==> src/rtl/cvp14_pkg.sv <==
// Shared CVP14 datapath definitions: vector geometry, memory-op encodings and
// the vector memory sequencer state encoding.
package cvp14_pkg;

    localparam int NWORDS = 16;
    localparam int WORD_W = 16;
    localparam int ADDR_W = 16;

    localparam logic OP_VLD = 1'b0;
    localparam logic OP_VST = 1'b1;

    typedef enum logic [2:0] {
        VMS_IDLE     = 3'd0,
        VMS_LD_ISSUE = 3'd1,
        VMS_LD_DRAIN = 3'd2,
        VMS_ST_ISSUE = 3'd3,
        VMS_DONE     = 3'd4
    } vms_state_t;

endpackage

==> src/rtl/vms_valid_pipe.sv <==
// Read-return tracker: delays {valid, lane} from the issue cycle to the cycle
// in which DataIn for that lane is on the bus, and flags the final lane.
module vms_valid_pipe #(
    parameter int RD_LAT = 1,
    parameter int LANE_W = 4,
    parameter int NWORDS = 16
) (
    input  logic              Clk,
    input  logic              Reset_n,
    input  logic              issue,
    input  logic [LANE_W-1:0] issue_lane,
    output logic              cap_valid,
    output logic [LANE_W-1:0] cap_lane,
    output logic              last_done
);

    // Stage 0 is the issue cycle itself: with RD_LAT=1 DataIn arrives in the
    // same cycle as RD, so only RD_LAT-1 registered stages are needed.
    generate
        if (RD_LAT <= 1) begin : g_comb
            assign cap_valid = issue;
            assign cap_lane  = issue_lane;
        end else begin : g_sr
            logic [LANE_W:0] sr [RD_LAT-1];

            always_ff @(posedge Clk) begin
                if (!Reset_n) begin
                    for (int k = 0; k < RD_LAT - 1; k++) begin
                        sr[k] <= '0;
                    end
                end else begin
                    sr[0] <= {issue, issue_lane};
                    for (int k = 1; k < RD_LAT - 1; k++) begin
                        sr[k] <= sr[k-1];
                    end
                end
            end

            assign {cap_valid, cap_lane} = sr[RD_LAT-2];
        end
    endgenerate

    // One cycle after the last lane is written into the buffer.
    always_ff @(posedge Clk) begin
        if (!Reset_n) begin
            last_done <= 1'b0;
        end else begin
            last_done <= cap_valid && (cap_lane == LANE_W'(NWORDS - 1));
        end
    end

endmodule

==> src/rtl/vec_mem_seq.sv <==
// Vector memory sequencer: moves one NWORDS-lane vector register to or from
// the single-port memory bus, one word per cycle, with an atomic VecOut update.
module vec_mem_seq #(
    parameter int NWORDS = cvp14_pkg::NWORDS,
    parameter int WORD_W = cvp14_pkg::WORD_W,
    parameter int RD_LAT = 1
) (
    input  logic                     Clk,
    input  logic                     Reset_n,
    input  logic                     Start,
    input  logic                     Op,
    input  logic [15:0]              BaseAddr,
    input  logic [NWORDS*WORD_W-1:0] VecIn,
    output logic [NWORDS*WORD_W-1:0] VecOut,
    output logic                     Busy,
    output logic                     Done,
    output logic [15:0]              Addr,
    output logic                     RD,
    output logic                     WR,
    output logic [WORD_W-1:0]        DataOut,
    input  logic [WORD_W-1:0]        DataIn,
    output logic [2:0]               fsm_state
);
    import cvp14_pkg::*;

    localparam int LANE_W = $clog2(NWORDS);
    localparam int VEC_W  = NWORDS * WORD_W;
    localparam logic [LANE_W-1:0] LAST_LANE = LANE_W'(NWORDS - 1);

    vms_state_t        state;
    logic [LANE_W-1:0] lane;
    logic [15:0]       base_q;
    logic [VEC_W-1:0]  vec_q;
    logic [VEC_W-1:0]  buf_q;
    logic              issue_rd;
    logic              issue_wr;
    logic              cap_valid;
    logic [LANE_W-1:0] cap_lane;
    logic              last_done;

    assign issue_rd  = (state == VMS_LD_ISSUE);
    assign issue_wr  = (state == VMS_ST_ISSUE);
    assign RD        = issue_rd;
    assign WR        = issue_wr;
    assign Addr      = (issue_rd || issue_wr) ? base_q + 16'(lane) : 16'h0000;
    assign DataOut   = issue_wr ? vec_q[int'(lane)*WORD_W +: WORD_W] : '0;
    assign Busy      = (state != VMS_IDLE);
    assign Done      = (state == VMS_DONE);
    assign fsm_state = state;

    vms_valid_pipe #(
        .RD_LAT (RD_LAT),
        .LANE_W (LANE_W),
        .NWORDS (NWORDS)
    ) u_pipe (
        .Clk        (Clk),
        .Reset_n    (Reset_n),
        .issue      (issue_rd),
        .issue_lane (lane),
        .cap_valid  (cap_valid),
        .cap_lane   (cap_lane),
        .last_done  (last_done)
    );

    always_ff @(posedge Clk) begin
        if (!Reset_n) begin
            state  <= VMS_IDLE;
            lane   <= '0;
            base_q <= '0;
            vec_q  <= '0;
            buf_q  <= '0;
            VecOut <= '0;
        end else begin
            if (cap_valid) begin
                buf_q[int'(cap_lane)*WORD_W +: WORD_W] <= DataIn;
            end

            case (state)
                VMS_IDLE: begin
                    if (Start) begin
                        base_q <= BaseAddr;
                        vec_q  <= VecIn;
                        lane   <= '0;
                        state  <= (Op == OP_VST) ? VMS_ST_ISSUE : VMS_LD_ISSUE;
                    end
                end
                VMS_LD_ISSUE: begin
                    lane <= lane + 1'b1;
                    if (lane == LAST_LANE) begin
                        state <= VMS_LD_DRAIN;
                    end
                end
                VMS_LD_DRAIN: begin
                    // Whole vector published in one edge so readers never see a mix.
                    if (last_done) begin
                        VecOut <= buf_q;
                        state  <= VMS_DONE;
                    end
                end
                VMS_ST_ISSUE: begin
                    lane <= lane + 1'b1;
                    if (lane == LAST_LANE) begin
                        state <= VMS_DONE;
                    end
                end
                VMS_DONE: begin
                    state <= VMS_IDLE;
                end
                default: begin
                    state <= VMS_IDLE;
                end
            endcase
        end
    end

endmodule
==> config.mk <==
export PLATFORM = sky130hd
export DESIGN_NAME = vec_mem_seq
export DESIGN_NICKNAME = d
export VERILOG_FILES = /design/src/rtl/cvp14_pkg.sv /design/src/rtl/vms_valid_pipe.sv /design/src/rtl/vec_mem_seq.sv
export SDC_FILE = /design/constraint.sdc
export NUM_CORES = 2
export LEC_CHECK = 0
export BUFFER_PORTS_ARGS = -buffer_cell sky130_fd_sc_hd__buf_2
export CAP_MARGIN = 40
export CELL_PAD_IN_SITES_DETAIL_PLACEMENT = 1
export CELL_PAD_IN_SITES_GLOBAL_PLACEMENT = 1
export CORE_ASPECT_RATIO = 0.9
export CORE_MARGIN = 3
export CORE_UTILIZATION = 25
export DETAILED_ROUTE_END_ITERATION = 8
export GPL_TIMING_DRIVEN = 0
export PLACE_DENSITY = 0.59
export SYNTH_ARGS = -nofsm -noshare
export SYNTH_HDL_FRONTEND = slang
export SYNTH_SLANG_ARGS = --single-unit
==> constraint.sdc <==
create_clock -name Clk -period 3.8 [get_ports Clk]
set_input_delay 0.38 -clock Clk [delete_from_list [all_inputs] [get_ports Clk]]
set_output_delay 0.38 -clock Clk [all_outputs]
set_load 0.05 [all_outputs]
Word-level counts from Yosys, hierarchy flattened --
Index checks and enable logic that the tools add are counted.
Word-level totals: input bits 292, output and inout port bits 295, register bits after elaboration 792
Cells by class: multiplexer cells 11, shift-type cells 3, equality and inequality tests 9, reduce and logical (&&, ||, !) cells 10, $add $sub $neg 3
Operators by type and width (number):
- bitwise mux 256 bit | 1
- variable shift 16 x 33 -> 256 bit, first input constant | 1
- variable part select 16 x 33 -> 256 bit | 1
- variable part select 256 x 9 -> 16 bit | 1
- negation 8 -> 33 bit | 1
- two-way mux 16 bit | 2
- adder 16 x 4 -> 16 bit | 1
- two-way mux 3 bit | 4
- case mux 3 bit (4 select lines) | 1
- case mux 4 bit (2 select lines) | 1
- equality test 3 x 2 -> 1 bit, second input constant | 2
- != test 2 x 1 -> 1 bit, second input constant | 3
- AND reduction 2 bit | 3
- adder 4 x 1 -> 4 bit, second input constant | 1
- equality test 4 bit, second input constant | 1
- two-way mux 4 bit | 1
- AND reduction 4 bit | 1
- equality test 3 x 1 -> 1 bit, second input constant | 1
- equality test 3 bit, second input constant | 1
- zero test 3 bit | 1
- nonzero test 3 bit | 1
- two-way mux 2 bit | 1
- != test 2 bit, second input constant | 1
- nonzero test 2 bit | 1
- other kinds (3) | 3

Logic depth before layout (Yosys ltp) --
word-level depth 4, depth in mapped cells 12, mapped depth without buffers 6

Modules after synthesis --
A second synthesis with hierarchy kept.
Second synthesis, totals: cells, all modules 3640, area total of the unflattened synthesis 32065.8 sq um
Modules (own cells, without submodules):
- vec_mem_seq | instances 1, sequential area each 15835.2 sq um, cells an instance 3631, area each 31994.4 sq um
- vms_valid_pipe | instances 1, sequential area each 20.0 sq um, cells an instance 9, area each 71.3 sq um

Worst setup path before layout --
Ideal clock, no wire load.
path kind register to register, start reg lane[1], end reg buf_q[245], path slack 0.833 ns, data arrival time 2.847 ns, cell stages (with the launch flop) 11, data required time 3.680 ns, cells stage by stage dfxtp_1 -> buf_2 -> buf_1 -> clkbuf_1 -> nor3_1 -> ha_1 -> nor4b_4 -> a21boi_2 -> nand2_1 -> buf_6 -> mux2i_1
On the way: word-level cells in the longest chain between the ends 3, elaborated cells between the ends (all ways) 4, classes of those cells 1 x add/sub; 2 x shift; 1 x mux
RTL lines:
- start: declaration | line vec_mem_seq.sv:31 | logic [LANE_W-1:0] lane;
- start signal: assignment | line vec_mem_seq.sv:88 | lane <= lane + 1'b1;
- start signal: assignment | line vec_mem_seq.sv:101 | lane <= lane + 1'b1;
- negation 8 -> 33 bit * | line vec_mem_seq.sv:75 | buf_q[int'(cap_lane)*WORD_W +: WORD_W] <= DataIn;
- variable part select 16 x 33 -> 256 bit / variable shift 16 x 33 -> 256 bit (equally long branches) | line vec_mem_seq.sv:75
- bitwise mux 256 bit * | line vec_mem_seq.sv:75
- end signal: indexed assignment | line vec_mem_seq.sv:75
- end: declaration | line vec_mem_seq.sv:34 | logic [VEC_W-1:0] buf_q;
Mark *: on every way between the ends. The rest lies on a longest branch, timed or not. A chain may end at the register's enable or synchronous reset.

Worst setup path in the final report --
start reg lane[2], end out DataOut[10]
On the way: word-level cells in the longest chain between the ends 2
RTL lines:
- variable part select 256 x 9 -> 16 bit | line vec_mem_seq.sv:46 | assign DataOut = issue_wr ? vec_q[int'(lane)*WORD_W +: WORD_W] : '0;
- two-way mux 16 bit | line vec_mem_seq.sv:46
- end: declaration | line vec_mem_seq.sv:20 | output logic [WORD_W-1:0] DataOut,
Every way passes these cells.

==> results.yml <==
status:
  outcome: "finished, final reports clean"
sta:
  rsz0062_at_grt: "false"
  min_period_over_period_pct: 96.8
  fin_skew_ns: 0.0323
  slew_headroom_pct: 39.1
  layout_setup_ws_ns: 0.120
  slew_viol_final: 0
  worst_slew_pin_slew_ns: 0.914
  fin_crit_ns: 3.68
  max_freq_ghz: 0.272
  hold_viol: 0
  finalSetupViolCount: 0
global_route:
  gr-total-overflow: 0
  grt_max_degree: 14
  grtUsageMet3_pct: 5.70
  grt_use_met1_pct: 27.7
  busiest_layer: "met2"
  antenna_found_initial: 21
  use_met2_pct: 35.6
  grt_pass1_vias: 30054
  grt_pass1_wl_mm: 204
  grt_usage_pct: 22.0
cts:
  clock_latency_ns: 0.71
  clockRootBuffer: "clkbuf_16"
  clkSinkCount: 792
  clk_pin_slew_ns: 0.06
  cts_buffers: 91
  clockBufferDepth: 3
  h-tree-depth: 3
  tritoncts: "done"
min_path:
  min-delay-path-class: "input pin to flip-flop"
yosys:
  synth_flop_cell: "dfxtp_1"
  ys_types: 57
  mappedNetlistArea_mm2: 0.0303
  synth_top_cell_by_area: "dfxtp_1"
  netlist_top_cells_area: "dfxtp_1, nand2_1, a21oi_1, mux2i_1, mux4_2"
  avgSynthCellArea_um2: 8.61
  synth_edf_count: 0
  ys.warnings.count: 0
  synth_top_area_share_pct: 52.4
  synth-seq-cells: 792
  synthCells: 3515
  synth-async-reset-ratio_pct: 0
  synth_nets: 3818
  yosysSeqAreaShare_pct: 52.4
finish:
  final_common_cell: "nand2_1"
  nets: 4785
  syn_to_final_growth_pct: 36.4
  drive_gt1_share_pct: 20.6
  final_area_mm2: 0.0413
  final_cell_mix: "nand2_1, dfxtp_1, buf_2"
detailed_routing:
  num_vias: 29166
  firstDrtPassIters: 5
  finalWirelength_mm: 142
  wire_per_inst_um: 23.1
  postRouteAntennaNets: 0
  drt_iter0_markers: 1549
  drc: 0
  viasPerCell: 4.74
critical_path:
  cp_slowest_cell: "o22ai_1"
  path_class: "flip-flop to output pin"
  crit_buf_inv: 5
  crit_family: "buffers and inverters"
  path_max_fanout: 10
  slowest_delay_ns: 0.50
  timing.critical_path.to_type: "output pin"
  crit_required_ns: 3.42
  path_cells: "buf_2 > buf_2 > nand4_1 > buf_4 > clkbuf_1 > o22ai_1 > a221o_1 > buf_2"
  worst_ep_arrival_time_ns: 3.30
  crit_path_start_kind: "flip-flop"
  crit_top_cell: "buf_2"
pwr:
  p_per_area_mw_per_mm2: 473
  ir_worst_vdd_mv: 0.299
  p_leak_nw: 17.1
  finalPower_w: 0.0196
floorplan:
  dieHeight_um: 336
  io_pins: 587
  die-area_mm2: 0.125
  start_util_pct: 25.3
  fp-row-count: 120
  core_area_mm2: 0.120
  die_width_um: 373
placed_design:
  placed_area_mm2: 0.0354
  dpl.hpwl_mm: 108
  gp_congestion: 0.869
  pre_cts_ws_ns: -1.26
  numPortBuffers: 585
flow_run:
  maxCapViolations: 0
cells by family after synthesis:
family                     after synthesis  share of synthesized area (%)
xor gates and xnor gates                 4                          0.178
AOI/OAI and AO/OA                      654                           11.5
muxes                                  270                           11.6
DFF                                    792                           52.4
buffers and inverters                  312                           4.45
and+or+nand+nor                       1472                           19.4
adders and majority gates               11                          0.479
repair_timing:
item,in CTS,in global routing
pin swaps,3,0
hold buffers,266,0
hold endpoints to repair,266,0
buffers inserted,6,0
setup endpoints to repair,260,46
resized for setup,19,7
layout make-up:
| type | instances | area, um2 |
|---|---|---|
| plain buffers | 274 | 1240 |
| well taps | 1586 | 1980 |
| inverters | 38 | 143 |
| diodes | 15 | 37.5 |
| clock buffers | 133 | 2690 |
| clock inverters | 33 | 402 |
| flip-flops and latches | 792 | 15900 |
| fillers | 14244 | 78400 |
| multi-input cells | 2411 | 13100 |
| repair buffers | 874 | 5850 |
cells in the mapped netlist (2+ instances only):
master,instances
a211oi_1,3
a21o_1,2
a21oi_1,546
a221o_1,16
a22o_1,13
and2_1,7
and3_1,7
and4_1,5
buf_1,11
buf_2,75
buf_4,5
buf_6,5
clkbuf_1,176
dfxtp_1,792
ha_1,10
inv_1,37
mux2i_1,206
mux4_2,64
nand2_1,1326
nand2_2,4
nand2_4,2
nand2b_1,2
nand3_1,63
nand3b_1,2
nand4_1,10
nand4_2,3
nor2_1,10
nor2b_1,3
nor3_1,4
nor3b_1,3
nor4b_1,2
o21ai_0,49
o22ai_1,16
or3_1,10
or4_1,2
xnor2_1,3
final timing paths:
check / slack (ns) / endpoint / cells after the start / startpoint
worst max register to register: 0.22 / buf_q[188] / 11 / lane[1]
worst min register to register: 0.45 / VecOut[108] / 2 / buf_q[108]
worst min-delay path: 0.03 / vec_q[52] / 3 / VecIn[52]
worst max-delay path: 0.12 / DataOut[10] / 8 / lane[2]
worst reg2reg max path: cells and delay by family (launching register included):
family / cells / cell delay [ns]
AND/OR/NAND/NOR: 4 / 1.00
buffers and inverters: 5 / 1.42
multiplexers: 1 / 0.16
adder cells (fa/ha/maj): 1 / 0.41
flip-flops: 1 / 0.46
where the power goes:
group	internal, W	switching (W)	total [W]
sequential	0.00852	0.000139	0.00866
combinational	0.000684	0.00112	0.00180
clock	0.00527	0.00382	0.00909
total	0.0145	0.00508	0.0196
registers in the layout, indices dropped and copies added, names as in the netlist:
register	cells
VecOut	256
vec_q	256
lane	4
u_pipe.last_done	1
fsm_state	3
buf_q	256
base_q	16
metrics by stage:
step / setup TNS, ns / utilization (%) / hold slack [ns] / cells
3_5_place_dp: -151.34 / 29.6 / 0.445 / 5703
3_3_place_gp: -152.09 / 29.4 / 0.440 / 5686
6_report: 0 / 34.5 / 0.0328 / 6156
2_1_floorplan: 0 / - / 0.432 / 3515
4_1_cts: 0 / 34.5 / 0.000755 / 6141
5_1_grt: 0 / 34.5 / 0.00265 / 6154
metal layers:
metal / wire, um / vias up / part of all wire, %
met3: 8620 / 299 / 6.1
met2: 64500 / 819 / 45
met1: 62500 / 14382 / 44
met5: 55 / - / 0.039
li1: - / 13658 / -
met4: 6340 / 8 / 4.5
No activity file was read; power rests on OpenSTA's default activity.
